## src/rtl/twiddle_gen.sv

```systemverilog
// Streaming FFT twiddle generator: W_N^k from a quarter-wave cosine ROM with quadrant decode.
// Define TWD_GEN_CONJ_EN to honour the inv input (conjugated twiddles for the inverse FFT).
module twiddle_gen #(
    parameter int unsigned TW_W   = 9,
    parameter int unsigned N_LOG2 = 6,
    parameter int unsigned C      = 3
) (
    input  logic              clk,
    input  logic              rstn,
    input  logic              start,
    input  logic              inv,
    output logic              busy,
    output logic              done,
    output logic              out_valid,
    input  logic              out_ready,
    output logic              out_last,
    output logic [N_LOG2-1:0] out_idx,
    output logic [TW_W-1:0]   tw_re,
    output logic [TW_W-1:0]   tw_im
);
    localparam int unsigned RB   = N_LOG2 - C;
    localparam int unsigned QW   = N_LOG2 - 1;
    localparam int unsigned NQ   = 1 << (N_LOG2 - 2);
    localparam int unsigned FRAC = 48;
    localparam logic [127:0] PI_FX = 128'd884279719003555;
    localparam logic [N_LOG2-1:0] IDX_MAX = '1;

    // round(2^(TW_W-2) * cos(2*pi*j/N)) via a fixed-point Taylor series, half away from zero
    function automatic logic [TW_W-1:0] qval(input int unsigned j);
        logic [127:0]        x;
        logic [127:0]        x2;
        logic [127:0]        term;
        logic signed [127:0] acc;
        x    = (PI_FX * 128'(j)) >> (N_LOG2 - 1);
        x2   = (x * x) >> FRAC;
        term = 128'(1) << FRAC;
        acc  = $signed(term);
        for (int n = 1; n <= 16; n++) begin
            term = ((term * x2) >> FRAC) / 128'((2 * n - 1) * (2 * n));
            if (n % 2 == 1) acc = acc - $signed(term);
            else            acc = acc + $signed(term);
        end
        acc = (acc + $signed(128'(1) << (FRAC - TW_W + 1))) >>> (FRAC - TW_W + 2);
        return acc[TW_W-1:0];
    endfunction

    logic [TW_W-1:0] qtab [NQ+1];
    for (genvar j = 0; j <= NQ; j++) begin : g_qtab
        localparam logic [TW_W-1:0] QJ = qval(j);
        assign qtab[j] = QJ;
    end

    typedef enum logic [1:0] {StIdle, StRun, StDrain} state_e;

    state_e              state_q, state_d;
    logic [N_LOG2-1:0]   idx_q, idx_d;
    logic                busy_q, busy_d;
    logic                done_q, done_d;
    logic                s1_valid_q, s1_valid_d;
    logic [N_LOG2-1:0]   s1_idx_q, s1_idx_d;
    logic                s1_last_q, s1_last_d;
    logic [1:0]          s1_quad_q, s1_quad_d;
    logic [N_LOG2-3:0]   s1_rem_q, s1_rem_d;
    logic                out_valid_q, out_valid_d;
    logic                out_last_q, out_last_d;
    logic [N_LOG2-1:0]   out_idx_q, out_idx_d;
    logic [TW_W-1:0]     tw_re_q, tw_re_d;
    logic [TW_W-1:0]     tw_im_q, tw_im_d;

    logic                pipe_en, issue, last_hs;
    logic [RB-1:0]       row, row_rev;
    logic [C-1:0]        col;
    logic [N_LOG2-1:0]   k;
    logic [QW-1:0]       ia, ib;
    logic [TW_W-1:0]     mag_a, mag_b, re_mag, im_mag;
    logic                re_neg, im_neg;

`ifdef TWD_GEN_CONJ_EN
    logic inv_q, inv_d;
`else
    logic unused_inv;
    assign unused_inv = inv;
`endif

    always_comb begin
        // Whole pipe freezes only while a presented sample is refused
        pipe_en = !(out_valid_q && !out_ready);
        issue   = pipe_en && ((state_q == StIdle && start) || state_q == StRun);
        last_hs = out_valid_q && out_ready && out_last_q;

        row     = idx_q[N_LOG2-1:C];
        col     = idx_q[C-1:0];
        row_rev = '0;
        for (int b = 0; b < RB; b++) row_rev[b] = row[RB-1-b];
        k = {{C{1'b0}}, row_rev} * {{RB{1'b0}}, col};

        state_d = state_q;
        idx_d   = idx_q;
        if (issue) begin
            idx_d   = idx_q + 1'b1;
            state_d = (idx_q == IDX_MAX) ? StDrain : StRun;
        end
        if (state_q == StDrain && last_hs) state_d = StIdle;
        busy_d = (state_d != StIdle);
        done_d = (state_q == StDrain) && last_hs;
`ifdef TWD_GEN_CONJ_EN
        inv_d = inv_q;
        if (issue && state_q == StIdle) inv_d = inv;
`endif

        s1_valid_d = s1_valid_q;
        s1_idx_d   = s1_idx_q;
        s1_last_d  = s1_last_q;
        s1_quad_d  = s1_quad_q;
        s1_rem_d   = s1_rem_q;
        if (pipe_en) begin
            s1_valid_d = issue;
            if (issue) begin
                s1_idx_d  = idx_q;
                s1_last_d = (idx_q == IDX_MAX);
                s1_quad_d = k[N_LOG2-1 -: 2];
                s1_rem_d  = k[N_LOG2-3:0];
            end
        end

        ia     = {1'b0, s1_rem_q};
        ib     = QW'(NQ) - ia;
        mag_a  = qtab[ia];
        mag_b  = qtab[ib];
        re_mag = s1_quad_q[0] ? mag_b : mag_a;
        im_mag = s1_quad_q[0] ? mag_a : mag_b;
        re_neg = ^s1_quad_q;
`ifdef TWD_GEN_CONJ_EN
        im_neg = ~s1_quad_q[1] ^ inv_q;
`else
        im_neg = ~s1_quad_q[1];
`endif

        out_valid_d = out_valid_q;
        out_last_d  = out_last_q;
        out_idx_d   = out_idx_q;
        tw_re_d     = tw_re_q;
        tw_im_d     = tw_im_q;
        if (pipe_en) begin
            out_valid_d = s1_valid_q;
            out_last_d  = s1_valid_q && s1_last_q;
            if (s1_valid_q) begin
                out_idx_d = s1_idx_q;
                tw_re_d   = re_neg ? -re_mag : re_mag;
                tw_im_d   = im_neg ? -im_mag : im_mag;
            end
        end
    end

    always_ff @(posedge clk or negedge rstn) begin
        if (!rstn) begin
            state_q     <= StIdle;
            idx_q       <= '0;
            busy_q      <= 1'b0;
            done_q      <= 1'b0;
            s1_valid_q  <= 1'b0;
            s1_idx_q    <= '0;
            s1_last_q   <= 1'b0;
            s1_quad_q   <= '0;
            s1_rem_q    <= '0;
            out_valid_q <= 1'b0;
            out_last_q  <= 1'b0;
            out_idx_q   <= '0;
            tw_re_q     <= '0;
            tw_im_q     <= '0;
`ifdef TWD_GEN_CONJ_EN
            inv_q       <= 1'b0;
`endif
        end else begin
            state_q     <= state_d;
            idx_q       <= idx_d;
            busy_q      <= busy_d;
            done_q      <= done_d;
            s1_valid_q  <= s1_valid_d;
            s1_idx_q    <= s1_idx_d;
            s1_last_q   <= s1_last_d;
            s1_quad_q   <= s1_quad_d;
            s1_rem_q    <= s1_rem_d;
            out_valid_q <= out_valid_d;
            out_last_q  <= out_last_d;
            out_idx_q   <= out_idx_d;
            tw_re_q     <= tw_re_d;
            tw_im_q     <= tw_im_d;
`ifdef TWD_GEN_CONJ_EN
            inv_q       <= inv_d;
`endif
        end
    end

    assign busy      = busy_q;
    assign done      = done_q;
    assign out_valid = out_valid_q;
    assign out_last  = out_last_q;
    assign out_idx   = out_idx_q;
    assign tw_re     = tw_re_q;
    assign tw_im     = tw_im_q;

endmodule

```

## config.mk

```make
export PLATFORM = sky130hd
export DESIGN_NAME = twiddle_gen
export DESIGN_NICKNAME = d
export VERILOG_FILES = /design/src/rtl/twiddle_gen.sv
export SDC_FILE = /design/constraint.sdc
export NUM_CORES = 1
export LEC_CHECK = 0
export BUFFER_PORTS_ARGS = -buffer_cell sky130_fd_sc_hd__buf_4
export CAP_MARGIN = 40
export CORE_AREA = 5 5 114 95
export DETAILED_ROUTE_END_ITERATION = 8
export DIE_AREA = 0 0 119 100
export GPL_ROUTABILITY_DRIVEN = 0
export PLACE_DENSITY = 0.6
export RECOVER_POWER = 50
export SYNTH_ARGS = -nofsm -noshare
export SYNTH_HDL_FRONTEND = slang
export SYNTH_SLANG_ARGS = --single-unit
```

## constraint.sdc

```tcl
create_clock -name clk -period 3.2 [get_ports clk]
set_input_delay 0.64 -clock clk [delete_from_list [all_inputs] [get_ports clk]]
set_output_delay 0.64 -clock clk [all_outputs]
set_load 0.02 [all_outputs]
```

==> results of run 1 <==
[logic make-up after synthesis]
| group | Yosys count | share of synthesized area |
|---|---|---|
| multiplexers | 15 | 0.0588 |
| adder cells (fa/ha/maj) | 18 | 0.0738 |
| AO/OA/AOI/OAI | 91 | 0.201 |
| AND/OR/NAND/NOR | 133 | 0.198 |
| XOR/XNOR | 15 | 0.0404 |
| flip-flops | 50 | 0.384 |
| buffers and inverters | 32 | 0.0438 |
[cell usage after synthesis (all sizes together), types with 2 or more instances]
library cell / count / area, sq um
ha: 16 / 200
nand2: 56 / 210
nor3: 3 / 15.0
o31a: 2 / 17.5
inv: 11 / 41.3
nor4b: 2 / 32.5
or3: 2 / 12.5
nand4: 5 / 31.3
o22ai: 2 / 12.5
o311ai: 2 / 17.5
and2: 8 / 50.1
a311oi: 3 / 26.3
a31o: 2 / 17.5
nor2: 27 / 104
mux2: 10 / 113
a211oi: 4 / 47.5
xnor2: 7 / 61.3
a31oi: 6 / 37.5
mux4: 2 / 48.8
fa: 2 / 40.0
nand2b: 8 / 50.1
nor3b: 2 / 20.0
dfrtp: 50 / 1250
mux2i: 3 / 30.0
a32oi: 2 / 36.3
buf: 8 / 52.6
a41oi: 2 / 17.5
nor2b: 2 / 12.5
xor2: 8 / 70.1
a21oi: 9 / 45.0
a22oi: 3 / 27.5
a21o: 4 / 30.0
clkbuf: 12 / 45.0
nand3: 13 / 65.1
o21ai: 33 / 165
o31ai: 5 / 42.5
[final timing paths]
| kind | start | endpoint | slack [ns] |
|---|---|---|---|
| setup reg to reg | s1_rem_q[1]$_DFFE_PN0P_ | tw_im[6]$_DFFE_PN0P_ | 0.22 |
| hold reg to reg | s1_idx_q[3]$_DFFE_PN0P_ | out_idx[3]$_DFFE_PN0P_ | 0.46 |
| setup / recovery | s1_rem_q[1]$_DFFE_PN0P_ | tw_im[6]$_DFFE_PN0P_ | 0.22 |
| hold / removal | s1_idx_q[3]$_DFFE_PN0P_ | out_idx[3]$_DFFE_PN0P_ | 0.46 |
| max in group asynchronous | rstn | s1_rem_q[0]$_DFFE_PN0P_ | 1.84 |
| min in group asynchronous | rstn | tw_re[6]$_DFFE_PN0P_ | 0.60 |
[routing by layer]
metal  routed length [microns]  GRT usage
met5                         0          0
met4                        55     0.0312
met3                       366     0.0282
met2                      3360      0.192
met1                      3470      0.182
[through the flow]
step / hold WS, ns / util / cells / worst slack [ns] / cell area [sq um]
6_report: 0.463 / 0.401 / 505 / 0.219 / 3790
5_1_grt: 0.487 / 0.401 / 505 / 0.0229 / 3790
4_1_cts: 0.401 / 0.404 / 505 / 0.205 / 3810
3_5_place_dp: 0.457 / 0.387 / 497 / 0.218 / 3660
3_3_place_gp: 0.456 / 0.387 / 497 / 0.277 / 3660
2_1_floorplan: 0.344 / - / 354 / 0.0346 / 3280
[state kept, by name, indices dropped and copies added, names as in the netlist]
register and flops:
s1_idx_q 6, busy 1, s1_quad_q 2, out_last 1, idx_q 6, out_idx 6, done 1, s1_rem_q 4
s1_last_q 1, state_q 2, s1_valid_q 1, tw_im 9, tw_re 9, out_valid 1
[final cells by class]
type,count,area [sq um]
Clock buffer,5,125
Clock inverter,3,28.8
Fill cell,945,5660
Inverter,12,45.0
Multi-Input combinational cell,272,1890
Sequential cell,50,1250
Tap cell,119,149
Timing Repair Buffer,44,302
[critical path: stages, from the launching register on]
cell	delay [ns]
dfrtp_1	0.34
inv_1	0.06
ha_1	0.23
ha_4	0.39
o22ai_1	0.09
or3b_2	0.52
a32oi_2	0.34
ha_1	0.24
nand2_1	0.09
a211oi_1	0.25
mux2i_1	0.23
nand3_1	0.09
==> impl_metrics.sql, run 1 <==
INSERT INTO impl_metrics (metric_group, metric, value, unit) VALUES
('synthesis', 'synth.lib_cells_used.distinct', '66', ''),
('clock_tree', 'cts_made_buffers', '5', ''),
('clock_tree', 'clk_root_buffer_cell', 'clkbuf_16', ''),
('worst_hold_path', 'hold_depth', '2', ''),
('sta', 'finalClockSkew', '0.00869', 'ns'),
('layout', 'layout-drive-gt1-share', '0.187', ''),
('global_route', 'antenna_found_initial', '0', ''),
('setup_path', 'cp_max_fo', '17', ''),
('route', 'num_vias', '2676', ''),
('sta', 'min_period_over_period', '0.932', ''),
('floorplanning', 'start_util', '0.344', ''),
('route', 'antenna_left', '0', ''),
('clock_tree', 'cts_sinks', '50', ''),
('layout', 'final_common_cell', 'nand2_1', ''),
('route', 'first_pass_iters', '5', ''),
('clock_tree', 'cts_tree', 'built', ''),
('floorplanning', 'die_height', '100', 'microns'),
('clock_tree', 'cts.hold.buffers_added', '0', ''),
('layout', 'area_growth_syn_to_layout', '16.4', '%'),
('setup_path', 'required_time_of_the_worst_setup_path', '3.37', 'ns'),
('synthesis', 'mappedNetlistNets', '377', ''),
('setup_path', 'start_kind', 'register', ''),
('synthesis', 'postSynth.asyncResetShare', '1.00', ''),
('global_route', 'wire_length_of_the_first_global_routing_pass', '12700', 'microns'),
('sta', 'finalSetupViolations', '0', ''),
('synthesis', 'synthFlopType', 'dfrtp_1', ''),
('sta', 'rsz0062_at_grt', 'false', ''),
('setup_path', 'worstSetupPathType', 'reg -> reg', ''),
('layout', 'antenna_cells_inserted', '0', ''),
('route', 'vias_per_cell', '5.30', ''),
('job', 'reported_max_cap_violation_count', '0', ''),
('sta', 'minimum_clock_period', '2.98', 'ns'),
('layout', 'finalNetCount', '408', ''),
('floorplanning', 'floorplan.die_area', '11900', 'sq um'),
('clock_tree', 'cts_buffer_depth', '2', ''),
('placed_design', 'io_buffer_count', '31', ''),
('clock_tree', 'post_cts_resize_count', '0', ''),
('floorplanning', 'placement_rows', '32', ''),
('placed_design', 'hpwlAfterDp', '5340', 'microns'),
('global_route', 'congestion_overflow_gr', '0', ''),
('global_route', 'global_route.usage.total', '0.126', ''),
('clock_tree', 'clock_latency_at_the_later_pin_of_the_worst_skew_pair', '0.30', 'ns'),
('synthesis', 'synth_area_per_cell', '9.19', 'sq um'),
('synthesis', 'post_synth_design_cell_area', '3250', 'sq um'),
('clock_tree', 'post-cts-setup-buffer-count', '0', ''),
('setup_path', 'worst_ep_arrival_time', '3.16', 'ns'),
('route', 'first_iter_violations', '195', ''),
('clock_tree', 'clk_transition_reported_paths', '0.08', 'ns'),
('floorplanning', 'ios', '33', ''),
('floorplanning', 'horizontal_die_dimension', '119', 'microns'),
('clock_tree', 'h_tree_level_count', '2', ''),
('synthesis', 'syn-instance-count', '354', ''),
('sta', 'final-hold-violation-count', '0', ''),
('layout', 'most-common-layout-cells', '56 x nand2_1, 50 x dfrtp_1, 36 x buf_4', ''),
('floorplanning', 'fp.coreArea', '9450', 'sq um'),
('synthesis', 'synth-seq-cells', '50', ''),
('sta', 'timing.setup.tns', '0', 'ns'),
('setup_path', 'setup.worst_path.end_class', 'register', ''),
('global_route', 'vias_in_the_first_global_route', '2598', ''),
('route', 'routed_wl', '7250', 'microns'),
('synthesis', 'synth_enable_flop_cells', '0', ''),
('setup_path', 'ff2ff_path_depth', '11', ''),
('global_route', 'grt_start_max_net_pins', '51', ''),
('worst_hold_path', 'type_of_the_worst_min_delay_path', 'reg -> reg', ''),
('sta', 'timing.fmax', '335', 'MHz'),
('status', 'outcome', 'finished, final reports clean', ''),
('sta', 'worstMarginPinSlew', '1.24', 'ns'),
('synthesis', 'synth_sequential_area_ratio', '0.384', ''),
('synthesis', 'synth-warning-count', '0', ''),
('route', 'drt-wirelength-per-cell', '14.4', 'microns'),
('sta', 'relSlewSlack', '0.172', ''),
('route', 'drt_drc_violations_left', '0', ''),
('sta', 'pins_over_slew_limit', '0', '');
Power of run 1 is left out: the tool's default activity adds up to more than one toggle a clock period on the data nets, which glitch-free logic cannot reach.
==> run 2, diff against run 1 <==
Settings changed: CTS_BUF_LIST set to sky130_fd_sc_hd__clkbuf_8.
==> impl_metrics.sql, run 2 (synthesized netlist as in run 1, its figures left out) <==
INSERT INTO impl_metrics (metric_group, metric, value, unit) VALUES
('route', 'first_pass_iters', '4', ''),
('layout', 'layout-drive-gt1-share', '0.189', ''),
('route', 'num_vias', '2696', ''),
('layout', 'finalNetCount', '408', ''),
('global_route', 'global_route.usage.total', '0.125', ''),
('layout', 'most-common-layout-cells', '56 x nand2_1, 50 x dfrtp_1, 37 x buf_4', ''),
('sta', 'rsz0062_at_grt', 'false', ''),
('global_route', 'antenna_found_initial', '0', ''),
('global_route', 'congestion_overflow_gr', '0', ''),
('floorplanning', 'ios', '33', ''),
('clock_tree', 'clock_latency_at_the_later_pin_of_the_worst_skew_pair', '0.32', 'ns'),
('layout', 'area_growth_syn_to_layout', '14.8', '%'),
('job', 'reported_max_cap_violation_count', '0', ''),
('clock_tree', 'cts_sinks', '50', ''),
('route', 'antenna_left', '0', ''),
('floorplanning', 'horizontal_die_dimension', '119', 'microns'),
('setup_path', 'worstSetupPathType', 'reg -> reg', ''),
('setup_path', 'worst_ep_arrival_time', '3.18', 'ns'),
('floorplanning', 'die_height', '100', 'microns'),
('setup_path', 'cp_max_fo', '17', ''),
('route', 'routed_wl', '7240', 'microns'),
('clock_tree', 'clk_root_buffer_cell', 'clkbuf_8', ''),
('clock_tree', 'cts_buffer_depth', '2', ''),
('setup_path', 'start_kind', 'register', ''),
('route', 'drt-wirelength-per-cell', '14.3', 'microns'),
('worst_hold_path', 'type_of_the_worst_min_delay_path', 'reg -> reg', ''),
('sta', 'finalSetupViolations', '0', ''),
('setup_path', 'required_time_of_the_worst_setup_path', '3.40', 'ns'),
('sta', 'worstMarginPinSlew', '1.26', 'ns'),
('floorplanning', 'floorplan.die_area', '11900', 'sq um'),
('placed_design', 'hpwlAfterDp', '5340', 'microns'),
('placed_design', 'io_buffer_count', '31', ''),
('global_route', 'wire_length_of_the_first_global_routing_pass', '12600', 'microns'),
('floorplanning', 'placement_rows', '32', ''),
('route', 'first_iter_violations', '203', ''),
('sta', 'final-hold-violation-count', '0', ''),
('global_route', 'vias_in_the_first_global_route', '2577', ''),
('layout', 'final_common_cell', 'nand2_1', ''),
('clock_tree', 'cts_tree', 'built', ''),
('clock_tree', 'cts.hold.buffers_added', '0', ''),
('clock_tree', 'clk_transition_reported_paths', '0.11', 'ns'),
('sta', 'timing.fmax', '336', 'MHz'),
('sta', 'relSlewSlack', '0.159', ''),
('status', 'outcome', 'finished, final reports clean', ''),
('layout', 'final.fill_count', '950', ''),
('sta', 'hold-worst-slack', '0.472', 'ns'),
('sta', 'timing.setup.tns', '0', 'ns'),
('route', 'vias_per_cell', '5.34', ''),
('sta', 'minimum_clock_period', '2.98', 'ns'),
('floorplanning', 'fp.coreArea', '9450', 'sq um'),
('global_route', 'grt_start_max_net_pins', '51', ''),
('sta', 'min_period_over_period', '0.931', ''),
('clock_tree', 'cts_made_buffers', '5', ''),
('layout', 'antenna_cells_inserted', '0', ''),
('route', 'drt_drc_violations_left', '0', ''),
('clock_tree', 'h_tree_level_count', '2', ''),
('sta', 'finalClockSkew', '0.0106', 'ns'),
('sta', 'pins_over_slew_limit', '0', ''),
('floorplanning', 'start_util', '0.344', ''),
('setup_path', 'setup.worst_path.end_class', 'register', '');
[run 2: metal layers]
| layer | part of all wire | GRT usage | up-vias |
|---|---|---|---|
| met5 | 0 | 0 | - |
| met3 | 0.039 | 0.0270 | 9 |
| li1 | - | - | 1330 |
| met1 | 0.49 | 0.182 | 1297 |
| met4 | 0.0086 | 0.0267 | 0 |
| met2 | 0.46 | 0.191 | 60 |
[run 2: final timing paths]
| check | endpoint | from | slack (ns) | cells past startpoint |
|---|---|---|---|---|
| max | tw_im[6]$_DFFE_PN0P_ | s1_rem_q[1]$_DFFE_PN0P_ | 0.22 | 11 |
| min | out_idx[3]$_DFFE_PN0P_ | s1_idx_q[3]$_DFFE_PN0P_ | 0.47 | 2 |
| max reg2reg | tw_im[6]$_DFFE_PN0P_ | s1_rem_q[1]$_DFFE_PN0P_ | 0.22 | 11 |
| min reg2reg | out_idx[3]$_DFFE_PN0P_ | s1_idx_q[3]$_DFFE_PN0P_ | 0.47 | 2 |
| max in group asynchronous | s1_rem_q[3]$_DFFE_PN0P_ | rstn | 1.85 | 1 |
| min in group asynchronous | tw_re[6]$_DFFE_PN0P_ | rstn | 0.57 | 1 |
[run 2: critical path, stage by stage (launching register included)]
cell,delay [ns]
dfrtp_1,0.35
inv_1,0.06
ha_1,0.23
ha_4,0.39
o22ai_1,0.09
or3b_2,0.52
a32oi_2,0.34
ha_1,0.24
nand2_1,0.08
a211oi_1,0.25
mux2i_1,0.23
nand3_1,0.09
[run 2: final cells by class]
type                            count  area, sq um  share of cell area
Clock buffer                        5         68.8              0.0184
Clock inverter                      3         28.8             0.00771
Inverter                           12         45.0              0.0121
Multi-Input combinational cell    272         1890               0.505
Sequential cell                    50         1250               0.335
Tap cell                          119          149              0.0399
Timing Repair Buffer               44          305              0.0817
[run 2: per-stage QoR]
stage          cells  cell area [sq um]   util  setup WS, ns
2_1_floorplan    354               3280      -        0.0346
3_3_place_gp     497               3660  0.387         0.277
3_5_place_dp     497               3660  0.387         0.218
4_1_cts          505               3760  0.398         0.206
5_1_grt          505               3730  0.395        0.0155
6_report         505               3730  0.395         0.220
[run 2: timing repair]
action                                  CTS  global route
endpoints found under the setup margin    0             1
resized for setup                         0             1
buffers inserted                          0             0
Power of run 2 is left out for the same reason.
